**config.mk**
```make
export PLATFORM = sky130hd
export DESIGN_NAME = exec_sequencer
export DESIGN_NICKNAME = d
export VERILOG_FILES = /design/src/rtl/exec_sequencer.sv
export SDC_FILE = /design/constraint.sdc
export NUM_CORES = 1
export LEC_CHECK = 0
export ABC_AREA = 1
export CAP_MARGIN = 30
export CORE_MARGIN = 2
export CORE_UTILIZATION = 51
export CTS_BUF_LIST = sky130_fd_sc_hd__clkbuf_8
export CTS_CLUSTER_SIZE = 12
export DETAILED_ROUTE_END_ITERATION = 8
export GPL_TIMING_DRIVEN = 0
export PLACE_DENSITY = 0.94
export SLEW_MARGIN = 20
export SYNTH_ARGS = -nofsm -noshare
export SYNTH_HDL_FRONTEND = slang
export SYNTH_SLANG_ARGS = --single-unit
```
**constraint.sdc**
```tcl
create_clock -name clk -period 2.6 [get_ports clk]
set_clock_uncertainty 0.1 [all_clocks]
set_input_delay 0.26 -clock clk [delete_from_list [all_inputs] [get_ports clk]]
set_output_delay 0.26 -clock clk [all_outputs]
set_load 0.01 [all_outputs]
```
**src/rtl/exec_sequencer.sv**
```systemverilog
// Fetch/decode/execute/writeback sequencer for the 8-bit execute datapath.
// Decodes 16-bit instructions and times the clocked ALU and register writeback.
module exec_sequencer #(
  parameter int         EX_LAT = 1,
  parameter logic [3:0] MUL_OP = 4'h2,
  parameter logic [3:0] DIV_OP = 4'h3,
  parameter logic [3:0] JMP_OP = 4'hE,
  parameter logic [3:0] HLT_OP = 4'hF
) (
  input  logic        clk,
  input  logic        reset,
  input  logic        start,
  input  logic [15:0] instr_data,
  input  logic [7:0]  alu_result,
  input  logic [15:0] alu_result_md,
  output logic [4:0]  instr_mem_addr,
  output logic        instr_rd_en,
  output logic [3:0]  opcode,
  output logic        am,
  output logic [2:0]  rd,
  output logic [2:0]  rs1,
  output logic [2:0]  rs2,
  output logic [4:0]  mem_addr,
  output logic        ex_enable,
  output logic        wr_en,
  output logic [2:0]  wr_addr,
  output logic [7:0]  wr_data,
  output logic        busy,
  output logic        halted
);

  typedef enum logic [2:0] {
    S_IDLE,
    S_FETCH,
    S_DECODE,
    S_EXEC,
    S_WB,
    S_WB2,
    S_HALT
  } state_t;

  localparam logic [2:0] LAST = 3'(EX_LAT - 1);

  state_t      state;
  state_t      nstate;
  logic [4:0]  pc;
  logic [15:0] ir;
  logic [2:0]  cnt;
  logic [7:0]  res_q;
  logic [15:0] md_q;
  logic        is_md;
  logic [3:0]  new_op;

  assign opcode         = ir[15:12];
  assign am             = ir[11];
  assign rd             = ir[10:8];
  assign rs1            = ir[7:5];
  assign rs2            = ir[4:2];
  assign mem_addr       = ir[4:0];
  assign instr_mem_addr = pc;
  assign is_md          = (opcode == MUL_OP) || (opcode == DIV_OP);
  assign new_op         = instr_data[15:12];

  // State register
  always_ff @(posedge clk or negedge reset) begin
    if (!reset) state <= S_IDLE;
    else        state <= nstate;
  end

  // PC, instruction register, EXEC counter and ALU result capture
  always_ff @(posedge clk or negedge reset) begin
    if (!reset) begin
      pc    <= '0;
      ir    <= '0;
      cnt   <= '0;
      res_q <= '0;
      md_q  <= '0;
    end else begin
      if (state == S_DECODE) begin
        ir  <= instr_data;
        cnt <= '0;
        if (new_op == JMP_OP) pc <= instr_data[4:0];
        else                  pc <= pc + 5'd1;
      end
      if (state == S_EXEC) begin
        if (cnt == LAST) begin
          res_q <= alu_result;
          md_q  <= alu_result_md;
        end else begin
          cnt <= cnt + 3'd1;
        end
      end
    end
  end

  // Next-state and control outputs
  always_comb begin
    nstate      = state;
    instr_rd_en = 1'b0;
    ex_enable   = 1'b0;
    wr_en       = 1'b0;
    wr_addr     = '0;
    wr_data     = '0;
    busy        = 1'b1;
    halted      = 1'b0;
    unique case (state)
      S_IDLE: begin
        busy = 1'b0;
        if (start) nstate = S_FETCH;
      end
      S_FETCH: begin
        instr_rd_en = 1'b1;
        nstate      = S_DECODE;
      end
      S_DECODE: begin
        unique case (1'b1)
          (new_op == HLT_OP): nstate = S_HALT;
          (new_op == JMP_OP): nstate = S_FETCH;
          default:            nstate = S_EXEC;
        endcase
      end
      S_EXEC: begin
        ex_enable = 1'b1;
        if (cnt == LAST) nstate = S_WB;
      end
      S_WB: begin
        wr_en   = 1'b1;
        wr_addr = rd;
        wr_data = is_md ? md_q[7:0] : res_q;
        nstate  = is_md ? S_WB2 : S_FETCH;
      end
      S_WB2: begin
        wr_en   = 1'b1;
        wr_addr = rd + 3'd1;
        wr_data = md_q[15:8];
        nstate  = S_FETCH;
      end
      S_HALT: begin
        busy   = 1'b0;
        halted = 1'b1;
      end
      default: nstate = S_IDLE;
    endcase
  end

endmodule

```
# Word level (Yosys, flattened, before mapping)
# Cells that the tools add are included.
dict set report op_classes {
  n_mux 17
  reduce_logical 7
  bitwise_logic 1
  add_sub_neg 3
  eq_ne 12
}
# cell count
set op_table {}
lappend op_table {{one-hot mux 3 bit (7 select lines)} 1}
lappend op_table {{2-to-1 mux 3 bit} 6}
lappend op_table {{one-hot mux 8 bit (2 select lines)} 1}
lappend op_table {{one-hot mux 3 bit (2 select lines)} 2}
lappend op_table {{equality test 3 bit, second input constant} 3}
lappend op_table {{equality test 4 x 2 -> 1 bit, second input constant} 2}
lappend op_table {{equality test 4 bit, second input constant} 2}
lappend op_table {{2-to-1 mux 8 bit} 1}
lappend op_table {{adder 3 x 1 -> 3 bit, second input constant} 2}
lappend op_table {{equality test 3 x 2 -> 1 bit, second input constant} 2}
lappend op_table {{logical NOT 3 bit} 2}
lappend op_table {{adder 5 x 1 -> 5 bit, second input constant} 1}
lappend op_table {{2-to-1 mux 1 bit} 5}
lappend op_table {{2-to-1 mux 5 bit} 1}
lappend op_table {{OR reduction 2 bit} 2}
lappend op_table {{equality test 3 x 1 -> 1 bit, second input constant} 1}
lappend op_table {{AND reduction 3 bit} 1}
lappend op_table {{inequality test 2 x 1 -> 1 bit, second input constant} 1}
lappend op_table {{inequality test 2 bit, second input constant} 1}
lappend op_table {{AND reduction 2 bit} 1}
lappend op_table {{logical OR 1 bit} 1}
lappend op_table {{inverter 1 bit} 1}
dict set report totals {
  inputBits 43
  output_inout_bits 40
  wordCells 46
  reg_bits 51
}

# Logic depth before layout (Yosys ltp)
# Gate-level depths: netlist (run 1).
dict set report logic_depth {
  word_depth 4
  depth_mapped 8
  depth_no_buf 8
}

# Worst setup path before layout (run 1)
# No wires, ideal clock.
dict set report synth_timing {
  path_type {reg2out}
  from {register state[1]}
  to {output wr_data[0]}
  stages_incl_launch_ff 7
  required_ps 2240
  arrival_time_ps 1244
  setup_slack_ps 996
  path_buffers 1
  path_cell_list {dfrtp_1 > nor2_1 > nand2_1 > inv_1 > buf_2 > o21ai_0 > o21ai_0}
}
dict set report synth_via {
  elab_chain_len 2
  elab_cells_between_ends 3
  classes_between {eq/ne (2); mux (1)}
}
# item line_no
set synth_lines {}
lappend synth_lines {{from (decl)} 44} ;# state_t state;
lappend synth_lines {{from (signal assigned)} 67} ;# else state <= nstate;
lappend synth_lines {{equality test 3 bit} 106} ;# unique case (state)
lappend synth_lines {{one-hot mux 8 bit (2 select lines) (*)} 106}
lappend synth_lines {{to (decl)} 27} ;# output logic [7:0] wr_data,
# Mark *: on every way between the ends. The rest lies on a longest branch, timed or not.

# Worst setup path in the final report (run 1)
dict set report layout_timing {
  from {register state[2]}
  to {output wr_addr[1]}
}
dict set report layout_via {
  elab_chain_len 2
  elab_cells_between_ends 3
  classes_between {eq/ne (2); mux (1)}
}
# item line_no
set layout_lines {}
lappend layout_lines {{equality test 3 bit} 106}
lappend layout_lines {{one-hot mux 3 bit (2 select lines) (*)} 106}
lappend layout_lines {{to (decl)} 26} ;# output logic [2:0] wr_addr,
# Marked as above.

==> results of run 1 <==
cell families (layout without fill, tap and decap cells):
family                     after synthesis  after routing
and+or+nand+nor                        141            141
adders and majority gates                4              4
xor gates and xnor gates                 3              3
AOI/OAI and AO/OA                       57             57
DFF                                     51             51
buffers and inverters                   60            153
final cells by class:
| class | count | area, µm² | share of cell area |
|---|---|---|---|
| Sequential cell | 51 | 1280 | 0.360 |
| Clock inverter | 3 | 20.0 | 0.00564 |
| Buffer | 14 | 98.8 | 0.0278 |
| Inverter | 46 | 176 | 0.0497 |
| Clock buffer | 5 | 68.8 | 0.0194 |
| Timing Repair Buffer | 85 | 861 | 0.242 |
| Multi-Input combinational cell | 205 | 965 | 0.272 |
| Tap cell | 67 | 83.8 | 0.0236 |
report_power, final:
part           switching, mW  internal (mW)
sequential             0.286           1.17
combinational          0.951          0.909
clock                  0.267          0.188
total                   1.50           2.26
cell usage in the layout, fill, tap and decap left out, drive strengths merged:
cell type and n:
o22ai 1, nor2 15, nand2 109, inv 45
ha 4, clkinv 1, clkbuf 5, nand3 12
dfrtp 51, a21oi 2, o21ai 52, o211ai 1
clkinvlp 3, nand3b 1, nand4 4, dlygate4sd3 1
clkdlybuf4s50 78, xnor2 3, a22o 1, buf 17
dlymetal6s2s 3
flip-flops by register name, indices dropped and copies added, names as in the netlist:
name / flops
cnt: 3
instr_mem_addr: 5
ir: 16
md_q: 16
res_q: 8
state: 3
critical path: stages (launching register included):
cell,delay (ns)
dfrtp_1,0.37
buf_2,0.18
nand3_1,0.26
clkinvlp_4,0.27
a22o_1,0.27
clkdlybuf4s50_1,0.48
final timing paths:
check	from	to	cells after the start
hold / removal	reset	md_q[8]$_DFFE_PN0P_	2
max in group asynchronous	reset	ir[1]$_DFFE_PN0P_	3
setup reg to reg	state[2]$_DFFE_PN0P_	res_q[2]$_DFFE_PN0P_	7
hold reg to reg	ir[5]$_DFFE_PN0P_	ir[5]$_DFFE_PN0P_	2
setup / recovery	state[2]$_DFFE_PN0P_	wr_addr[1]	5
min in group clk	ir[5]$_DFFE_PN0P_	ir[5]$_DFFE_PN0P_	2
per-layer routing:
layer  GRT usage  vias up  wire length (µm)
met5           0        -                 0
met4      0.0545        0                41
met3      0.0678        5               461
met2       0.425       94              3260
met1       0.305     1129              2670
li1            -     1166                 -
repair_timing:
| item | CTS | global route |
|---|---|---|
| endpoints found under the setup margin | 2 | 9 |
| setup buffers | 0 | 1 |
| gates resized for setup | 1 | 7 |
| endpoints found under the hold margin | 21 | 0 |
| hold buffers | 1 | 0 |
==> results.json, run 1 <==
{
  "yosys.cell_count.top_type": "nand2_1",
  "place_ws_ns": 0.321,
  "grt_max_degree": 31,
  "synth_commonest_cells": "nand2_1, dfrtp_1, inv_1",
  "critPathRequiredTime_ns": 2.24,
  "crit_type": "flip-flop to primary output",
  "place_congestion": 0.806,
  "synthMuxAreaShare": 0,
  "status": "finished clean",
  "vias": 2394,
  "maxCapViolCount": 0,
  "cts_buffers": 5,
  "final_layout_size_suffix_gt1_frac": 0.0905,
  "first_pass_iters": 4,
  "ys_types": 24,
  "dp_cells": 466,
  "vdd_drop_max_mv": 0.698,
  "synth_compound_area_frac": 0.123,
  "core_um2": 4720,
  "dieArea_um2": 5490,
  "ys_ff_latch": 51,
  "p_leak_nw": 1.80,
  "n_fill_cell": 360,
  "tightest_slew_ns": 0.527,
  "synth_top_family_by_area": "simple AND/OR/NAND/NOR gates",
  "ys_seq_area_frac": 0.509,
  "netlist.area_leader.share": 0.509,
  "grt_setup_unrepaired": "true",
  "fmax_ghz": 0.401,
  "grt_pass1_wl_mm": 10.4,
  "slew_viol_final": 0,
  "fin_nets": 455,
  "post-route-drc-count": 0,
  "synth.avg_cell_area_um2": 7.93,
  "antenna_found_initial": 0,
  "drt_iter0_drc": 134,
  "grt_pass1_vias": 2315,
  "r2r_slack_ns": 1.09,
  "viasPerCell": 5.03,
  "die_h_um": 74.1,
  "power_density_nw_per_um2": 1060,
  "setup_tns_ns": 0,
  "async_flop_share": 1.00,
  "cts_tree": "done",
  "synth_cells": 316,
  "finalSetupViolCount": 0,
  "worstSetupStartpointType": "flip-flop",
  "synth-simple-area-share": 0.230,
  "yosys.area.top_type": "dfrtp_1",
  "yosysWarnings": 0,
  "min_path_type": "input pin to async pin",
  "stdcell_count": 476,
  "period_share": 0.959,
  "hold_viol_final": 0,
  "slew-limit-headroom": 0.649,
  "clkLatencyLatePin_ns": 0.30,
  "post-route-cell-area_um2": 3550,
  "finalPower_mw": 3.77,
  "io_buffers": 82,
  "die_x_um": 74.1,
  "synthAdderAreaFrac": 0.0200,
  "routed_wl_mm": 6.42,
  "clk_path_buf_depth": 2,
  "path_max_fanout": 9,
  "pin_count": 83,
  "dp_hpwl_mm": 4.79,
  "globalRouteTotalUtil": 0.244,
  "syn_to_final_growth_pct": 41.8,
  "placed_cell_area_um2": 3420,
  "grt_overflow_total": 0,
  "wire_per_inst_um": 13.5,
  "ant_nets": 0,
  "n_antenna_cell": 0,
  "synth_flop_cell": "dfrtp_1",
  "synth_nets": 363,
  "yosys-top-cells-area": "dfrtp_1, nand2_1, inv_1",
  "start_util": 0.530,
  "holdWs_ns": 0.369,
  "min_period_ns": 2.49,
  "synth_edf_count": 0,
  "crit_path_end_kind": "primary output",
  "arrival_ns": 2.13,
  "rows": 25,
  "clock_sinks": 51,
  "netlist_area_um2": 2500,
  "fin_ws_ns": 0.106,
  "synth-xor-area-share": 0.0105,
  "clkSlewWorstSetupHoldPaths_ns": 0.09,
  "final_core_util": 0.752,
  "htree_num_levels": 2,
  "cts_root_buf": "clkbuf_8"
}
No activity file was read; power rests on OpenSTA's default activity.
==> run 2, diff against run 1 <==
- SLEW_MARGIN: 20 -> 10
==> results of run 2 <==
Final layout, timing and power as in run 1 (identical DEF).
